==> src/rtl/bin_to_bcd_seq_pkg.sv <==
// Shared types and constants for the sequential binary-to-BCD converter.
package bcd_pkg;

  typedef enum logic {IDLE, SHIFT} b2b_state_t;

  localparam int unsigned DIGIT_W = 4;

  // Bits needed for a down-counter that starts at n-1.
  function automatic int unsigned cnt_width(input int unsigned n);
    return (n > 1) ? $clog2(n) : 1;
  endfunction

endpackage

==> src/rtl/bin_to_bcd_seq_if.sv <==
// Request/result bundle between the menu path and the 7-segment BCD converter.
interface bin_to_bcd_seq_if
  import bcd_pkg::*;
#(
  parameter int unsigned IN_WIDTH   = 16,
  parameter int unsigned OUT_DIGITS = 4
) ();

  logic [IN_WIDTH-1:0]           bin_in;
  logic                          in_valid;
  logic                          in_ready;
  logic [DIGIT_W*OUT_DIGITS-1:0] bcd_out;
  logic                          bcd_ovf;
  logic                          out_valid;
  logic                          busy;

  modport master (
    output bin_in, in_valid,
    input  in_ready, bcd_out, bcd_ovf, out_valid, busy
  );

  modport slave (
    input  bin_in, in_valid,
    output in_ready, bcd_out, bcd_ovf, out_valid, busy
  );

endinterface

==> src/rtl/bin_to_bcd_seq_digit_adj.sv <==
// Double-dabble digit correction: a digit of 5 or more gets +3 before the shift.
module bcd_digit_adj
  import bcd_pkg::*;
(
  input  logic [DIGIT_W-1:0] din,
  output logic [DIGIT_W-1:0] dout
);

  // 4-bit add without carry out; a legal digit never exceeds 12 after adjust.
  always_comb begin
    dout = din;
    if (din >= DIGIT_W'(5)) dout = din + DIGIT_W'(3);
  end

endmodule

==> src/rtl/bin_to_bcd_seq.sv <==
// Sequential double-dabble converter: one input bit per cycle, result registered atomically.
module bin_to_bcd_seq
  import bcd_pkg::*;
#(
  parameter int unsigned IN_WIDTH   = 16,
  parameter int unsigned N_DIGITS   = 5,
  parameter int unsigned OUT_DIGITS = 4
) (
  input  logic             clk,
  input  logic             reset,
  bin_to_bcd_seq_if.slave  bus
);

  localparam int unsigned ACC_W = DIGIT_W * N_DIGITS;
  localparam int unsigned OUT_W = DIGIT_W * OUT_DIGITS;
  localparam int unsigned CNT_W = cnt_width(IN_WIDTH);

  b2b_state_t          state, state_nxt;
  logic [CNT_W-1:0]    cnt;
  logic [IN_WIDTH-1:0] shreg;
  logic [ACC_W-1:0]    bcd_acc;
  logic [ACC_W-1:0]    acc_adj;
  logic [ACC_W-1:0]    acc_shift;
  logic                accept;
  logic                last_shift;

  assign accept     = bus.in_valid & bus.in_ready;
  assign last_shift = (state == SHIFT) && (cnt == '0);

  for (genvar g = 0; g < N_DIGITS; g++) begin : g_adj
    bcd_digit_adj u_adj (
      .din  (bcd_acc[g*DIGIT_W +: DIGIT_W]),
      .dout (acc_adj[g*DIGIT_W +: DIGIT_W])
    );
  end

  // Adjusted accumulator shifted left, taking the next binary MSB; top bit is dropped.
  assign acc_shift = ACC_W'({acc_adj, shreg[IN_WIDTH-1]});

  // State register.
  always_ff @(posedge clk or negedge reset) begin
    if (!reset) state <= IDLE;
    else        state <= state_nxt;
  end

  // Next-state logic: one accept starts IN_WIDTH shifts, the last one returns to IDLE.
  always_comb begin
    state_nxt = state;
    unique case (state)
      IDLE:  if (accept) state_nxt = SHIFT;
      SHIFT: if (cnt == '0) state_nxt = IDLE;
      default: state_nxt = IDLE;
    endcase
  end

  // State-decoded handshake outputs.
  always_comb begin
    bus.in_ready = (state == IDLE);
    bus.busy     = (state == SHIFT);
  end

  // Shift register, BCD accumulator and shift counter.
  always_ff @(posedge clk or negedge reset) begin
    if (!reset) begin
      cnt     <= '0;
      shreg   <= '0;
      bcd_acc <= '0;
    end else if (accept) begin
      cnt     <= CNT_W'(IN_WIDTH - 1);
      shreg   <= bus.bin_in;
      bcd_acc <= '0;
    end else if (state == SHIFT) begin
      cnt     <= cnt - CNT_W'(1);
      shreg   <= {shreg[IN_WIDTH-2:0], 1'b0};
      bcd_acc <= acc_shift;
    end
  end

  // Result registers take the final shifted value directly, so they update only once.
  always_ff @(posedge clk or negedge reset) begin
    if (!reset) begin
      bus.bcd_out   <= '0;
      bus.bcd_ovf   <= 1'b0;
      bus.out_valid <= 1'b0;
    end else begin
      bus.out_valid <= last_shift;
      if (last_shift) begin
        bus.bcd_out <= acc_shift[OUT_W-1:0];
        bus.bcd_ovf <= |(acc_shift >> OUT_W);
      end
    end
  end

endmodule

==> src/flat_wrapper.sv <==
// flat-port wrapper written by rule: the top's interface ports become plain ports
module bin_to_bcd_seq_flat import bcd_pkg::*;
#(
  parameter int unsigned IN_WIDTH   = 16,
  parameter int unsigned N_DIGITS   = 5,
  parameter int unsigned OUT_DIGITS = 4
)
  (clk, reset, bus_bin_in, bus_in_valid, bus_in_ready, bus_bcd_out, bus_bcd_ovf, bus_out_valid, bus_busy);
  bin_to_bcd_seq_if #(.IN_WIDTH(IN_WIDTH), .OUT_DIGITS(OUT_DIGITS)) bus_i ();
  input  logic clk;
  input  logic reset;
  input wire logic [$bits(bus_i.bin_in)-1:0] bus_bin_in;
  input wire logic [$bits(bus_i.in_valid)-1:0] bus_in_valid;
  output wire logic [$bits(bus_i.in_ready)-1:0] bus_in_ready;
  output wire logic [$bits(bus_i.bcd_out)-1:0] bus_bcd_out;
  output wire logic [$bits(bus_i.bcd_ovf)-1:0] bus_bcd_ovf;
  output wire logic [$bits(bus_i.out_valid)-1:0] bus_out_valid;
  output wire logic [$bits(bus_i.busy)-1:0] bus_busy;
  assign bus_i.bin_in = bus_bin_in;
  assign bus_i.in_valid = bus_in_valid;
  assign bus_in_ready = bus_i.in_ready;
  assign bus_bcd_out = bus_i.bcd_out;
  assign bus_bcd_ovf = bus_i.bcd_ovf;
  assign bus_out_valid = bus_i.out_valid;
  assign bus_busy = bus_i.busy;
  bin_to_bcd_seq #(.IN_WIDTH(IN_WIDTH), .N_DIGITS(N_DIGITS), .OUT_DIGITS(OUT_DIGITS)) u_core (.clk(clk), .reset(reset), .bus(bus_i));
endmodule
==> config.mk <==
export PLATFORM = sky130hd
export DESIGN_NAME = bin_to_bcd_seq_flat
export DESIGN_NICKNAME = d
export VERILOG_FILES = /design/src/rtl/bin_to_bcd_seq_pkg.sv /design/src/rtl/bin_to_bcd_seq_if.sv /design/src/rtl/bin_to_bcd_seq_digit_adj.sv /design/src/rtl/bin_to_bcd_seq.sv /design/src/flat_wrapper.sv
export SDC_FILE = /design/constraint.sdc
export NUM_CORES = 1
export LEC_CHECK = 0
export CAP_MARGIN = 10
export CELL_PAD_IN_SITES_DETAIL_PLACEMENT = 0
export CELL_PAD_IN_SITES_GLOBAL_PLACEMENT = 1
export CORE_MARGIN = 2
export CORE_UTILIZATION = 30
export DETAILED_ROUTE_END_ITERATION = 8
export GPL_ROUTABILITY_DRIVEN = 0
export PLACE_DENSITY = 0.57
export SLEW_MARGIN = 20
export SYNTH_ARGS = -nofsm -noshare
export SYNTH_HDL_FRONTEND = slang
export SYNTH_HIERARCHICAL = 1
export SYNTH_SLANG_ARGS = --single-unit
==> constraint.sdc <==
create_clock -name clk -period 1.8 [get_ports clk]
set_input_delay 0.36 -clock clk [delete_from_list [all_inputs] [get_ports clk]]
set_output_delay 0.36 -clock clk [all_outputs]
set_load 0.03 [all_outputs]
# [Word-level counts from Yosys, hierarchy flattened]
# Cells that the tools add are included.
# W data, S select, Z words.
[totals] regBits=59 input_bits=19 word_cells=38
[op_classes] addsub=6 magnitude_cmp=5 muxes=14 bitwise_logic=2 reduce_logical=4
[op_table] cell="$mux W20" count=2
[op_table] cell="$mux W16" count=2
[op_table] cell="$mux W4" count=6
[op_table] cell="$ge A4 B3 Y1 const B" count=5
[op_table] cell="$add A4 B2 Y4 const B" count=4
[op_table] cell="$logic_not A4 Y1" count=1
[op_table] cell="$reduce_or A4 Y1" count=1
[op_table] cell="$sub A4 B1 Y4 const B" count=1
[op_table] cell="$add A3 B2 Y3 const B" count=1
[op_table] cell="$mux W3" count=1
[op_table] cell="$mux W1" count=2
[op_table] cell="$pmux W1 S2" count=1
[op_table] cell="$reduce_bool A2 Y1" count=1
[op_table] cell="$and A1 B1 Y1" count=1
[op_table] cell="$logic_and A1 B1 Y1" count=1
[op_table] cell="$not A1 Y1" count=1

# [Depth between registers and ports, before layout]
[logic_depth] ltp_word=4 ltp_mapped=7 depth_no_buf=7

# [Hierarchy]
# Netlist, hierarchy kept.
[by_module_without_submodules] mod="bin_to_bcd_seq" instances=1 cells_per_inst=175 area_each_um2=2387.3 seq_area_each_um2=1476.4
[by_module_without_submodules] mod="bcd_digit_adj" instances=5 cells_per_inst=16 area_each_um2=101.3 seq_area_each_um2=0.0

# [Least setup slack after synthesis]
# OpenSTA, ideal clock, no wires.
[synth_path] path_type="flip-flop to flip-flop" startpoint="register u_core.bcd_acc[16]" endpoint="register u_core.bus.bcd_ovf" arrival_ps=1364 required_time_ps=1672 setup_slack_ps=308 path_stages_with_launch=7 path_buffers=0 period_less_slack_ps=1492 cell_sequence="dfrtp_1 > ha_1 > nand2b_1 > a21oi_2 > xnor2_1 > nor4_1 > a21oi_1"
[synth_via] elab_chain_cells=3 word_cells_on_any_way=4
[synth_rtl] item="start: declaration" line_no="bin_to_bcd_seq.sv:21" text="logic [ACC_W-1:0] bcd_acc;"
[synth_rtl] item="start signal: assignment" line_no="bin_to_bcd_seq.sv:75" text="bcd_acc <= acc_shift;"
[synth_rtl] item="$ge A4 B3 Y1 or $add A3 B2 Y3 (tied branches)" line_no="bin_to_bcd_seq_digit_adj.sv:12" text="if (din >= DIGIT_W'(5)) dout = din + DIGIT_W'(3);"
[synth_rtl] item="$mux W3 *" line_no="bin_to_bcd_seq_digit_adj.sv:12"
[synth_rtl] item="named net u_core.acc_adj[16]" line_no="bin_to_bcd_seq.sv:22" text="logic [ACC_W-1:0] acc_adj;"
[synth_rtl] item="$reduce_or A4 Y1 *" line_no="bin_to_bcd_seq.sv:89" text="bus.bcd_ovf <= |(acc_shift >> OUT_W);"
[synth_rtl] item="end signal: assignment" line_no="bin_to_bcd_seq.sv:89"
[synth_rtl] item="end: declaration" line_no="bin_to_bcd_seq_if.sv:24" text="output in_ready, bcd_out, bcd_ovf, out_valid, busy"
# Mark *: on every way through the listed nets, which the timed path passes. The rest lies on a longest branch.
# A chain may end at the register's enable or synchronous reset.

# [Worst setup path after layout]
[layout_path] startpoint="register u_core.bus.bcd_out[6]" endpoint="output bus_bcd_out[6]"
[layout_lines] item="start: declaration" line_no="bin_to_bcd_seq_if.sv:24"
[layout_lines] item="start signal: assignment" line_no="bin_to_bcd_seq.sv:88" text="bus.bcd_out <= acc_shift[OUT_W-1:0];"
[layout_lines] item="end: declaration" line_no="flat_wrapper.sv:15" text="output wire logic [$bits(bus_i.bcd_out)-1:0] bus_bcd_out;"
# No word-level cell between the ends.

==> run_results.csv <==
group,metric,value,unit
outcome,status,"completed",
worst_setup_path,critPathTopFamily,"buffers and inverters",
floorplanning,dieArea,10380,um2
place,place_hpwl,3.573,mm
synthesis,syn_area_per_cell,11.45,um2
synthesis,syn-num-nets,282,
sta,period_share,0.9589,
sta,final_max_slew_viol_count,0,
sta,setup_viol,0,
worst_setup_path,critPathMaxFanout,2,
worst_hold_path,hold_depth,1,
clock_tree,tritoncts.num_buffers,9,
detailed_routing,routed_wl,5.603,mm
floorplanning,dieWidth,101.9,um
synthesis,netlist_area,2874,um2
sta,max_freq,0.5793,GHz
layout,antenna_cells,0,
worst_setup_path,critPathKind,"reg -> out",
worst_setup_path,cp-end-kind,"output pin",
global_route,gr-total-overflow,0,
sta,finalCriticalPeriod,1.726,ns
floorplanning,start_util,0.3096,
clock_tree,cts_buffer_depth,2,
layout,drive_gt1_frac,0.1528,
worst_setup_path,crit_chain,"clkdlybuf4s50_1",
sta,rsz0062_at_grt,"no",
sta,max_slew_margin,0.7088,
detailed_routing,drc_errors,0,
global_route,grt_max_degree,60,
floorplanning,coreArea,9284,um2
place,port_buffers,38,
worst_setup_path,reg2reg_from,"u_core/bcd_acc[17]",
clock_tree,htreeDepth,3,
detailed_routing,viasPerCell,4.484,
global_route,antenna_found_initial,0,
detailed_routing,drt_iter0_markers,30,
worst_setup_path,slowest_stage,"clkdlybuf4s50_1",
floorplanning,num_io_pins,39,
detailed_routing,dr.pass1.iters,4,
job,maxCapViolCount,0,
worst_setup_path,arrival,1.37,ns
power,ir_drop,0.0008184,V
sta,fin_tns_setup,0,ns
worst_setup_path,reg2reg_slack,0.19,ns
sta,worst_slew_pin_slew,0.4368,ns
detailed_routing,dr_total_vias,1928,
sta,skew,0.006727,ns
global_route,grt_pass1_wl,9.618,mm
detailed_routing,wl_per_cell,13.03,um
layout,nNetsFinal,328,
synthesis,ys_warn_count,6,
worst_setup_path,crit_buf_inv,1,
worst_hold_path,hold_path.class,"reg -> reg",
power,p_per_area,1843,nW/um2
global_route,grt_pass1_vias,2003,
worst_hold_path,hp-start,"u_core/cnt[3]",
global_route,grt.total_usage,0.1222,
worst_setup_path,slowest_delay,0.67,ns
clock_tree,insertion_delay,0.33,ns
clock_tree,clkTransAtPathRegs,0.07,ns
worst_setup_path,start_kind,"register",
worst_hold_path,holdPathEnd,"u_core/cnt[3]",
worst_setup_path,r2r-end,"u_core/bus.bcd_ovf",
floorplanning,die_y,101.9,um
worst_setup_path,required,1.44,ns
worst_setup_path,worstRegToRegCells,8,
layout,area_delta_synth_final,27.82,%
power,cellLeakagePower,0.001695,uW
detailed_routing,antenna_left,0,
layout,final_util,0.3957,
synthesis,synth_cells,251,
sta,hold_viol,0,
floorplanning,fp-row-count,35,
clock_tree,cts_tree,"built",
clock_tree,cts_root_buf,"clkbuf_8",
clock_tree,cts.sinks,59,
[per-layer routing]
layer	GRT usage	up-vias	wire [um]	part of all wire
met5	0	-	0	0
met4	0.05231	0	79	0.014
met3	0.04446	7	242	0.043
met2	0.1953	32	2583	0.46
met1	0.1494	929	2697	0.48
li1	-	960	-	-
[report_power, final]
group	switching (uW)	internal (uW)
Sequential	447	1910
Clock	512	679
Combinational	1580	1640
Total	2540	4230
[final cells by class]
| type | count | area (um2) |
|---|---|---|
| fillers | 950 | 5610 |
| flip-flops and latches | 59 | 1476 |
| multi-input cells | 167 | 1280 |
| repair buffers | 47 | 509.2 |
| clock buffers | 14 | 192.7 |
| well taps | 129 | 161.4 |
| inverters | 13 | 48.80 |
| clock inverters | 1 | 5.005 |
[state kept, by name, indices dropped and copies added, names as in the netlist]
name / flops
u_core/bus.bcd_ovf: 1
u_core/bcd_acc: 20
u_core/bus.bcd_out: 16
u_core/cnt: 4
u_core/bus.out_valid: 1
u_core/shreg: 16
u_core/bus.busy: 1
[through the flow]
| stage | std cells | hold slack [ns] | cell area [um2] | setup slack, ns | total power, uW |
|---|---|---|---|---|---|
| after global routing | 430 | 0.5090 | 3674 | 0.003972 | 7343 |
| after detailed placement | 414 | 0.3298 | 3462 | 0.1586 | 5648 |
| after floorplan | 251 | 0.06441 | 2874 | 0.3385 | 4700 |
| final | 430 | 0.4852 | 3674 | 0.07392 | 6772 |
| after global placement | 414 | 0.3318 | 3462 | 0.1998 | 5617 |
| after CTS | 430 | 0.4866 | 3671 | 0.04266 | 6888 |
[how the worst max path moves through the flow]
| stage | from | depth (start not counted) | endpoint |
|---|---|---|---|
| 2_1_floorplan | u_core/bcd_acc[16] | 6 | u_core/bus.bcd_ovf |
| 3_3_place_gp | u_core/bcd_acc[16] | 7 | u_core/bus.bcd_ovf |
| 3_5_place_dp | u_core/bcd_acc[16] | 7 | u_core/bus.bcd_ovf |
| 4_1_cts | u_core/bus.bcd_out[6] | 1 | bus_bcd_out[6] |
| 5_1_grt | u_core/bus.bcd_out[13] | 1 | bus_bcd_out[13] |
| 6_report | u_core/bus.bcd_out[6] | 1 | bus_bcd_out[6] |
[worst reg2reg max path, cell delays in order, from the launching register on]
cell      delay, ns
dfrtp_1        0.37
inv_1          0.10
ha_1           0.20
nand2b_1       0.08
a21oi_2        0.19
xnor2_1        0.11
nor4_1         0.24
buf_4          0.15
a21oi_1        0.05
[timing repair]
item,4_1_cts,5_1_grt
pin swaps,0,1
hold buffers,1,0
setup buffers,0,0
endpoints found under the setup margin,3,2
endpoints found under the hold margin,14,0
gates resized for setup,3,1
[cells in the final DEF (no fill, tap or decap)]
cell type	instances
a21oi_1	5
a21oi_2	5
a22o_1	20
and4bb_1	1
buf_12	5
buf_2	1
buf_4	3
clkbuf_8	15
clkdlybuf4s50_1	34
clkinv_2	1
dfrtp_1	59
dlygate4sd2_1	2
dlygate4sd3_1	1
ha_1	12
inv_1	13
mux2_4	16
mux2i_1	22
nand2_1	34
nand2b_1	9
nor2_1	9
nor3_1	3
nor4_1	2
o21ai_0	19
o21ai_1	4
xnor2_1	6
Power figures use the tool's default switching activity.
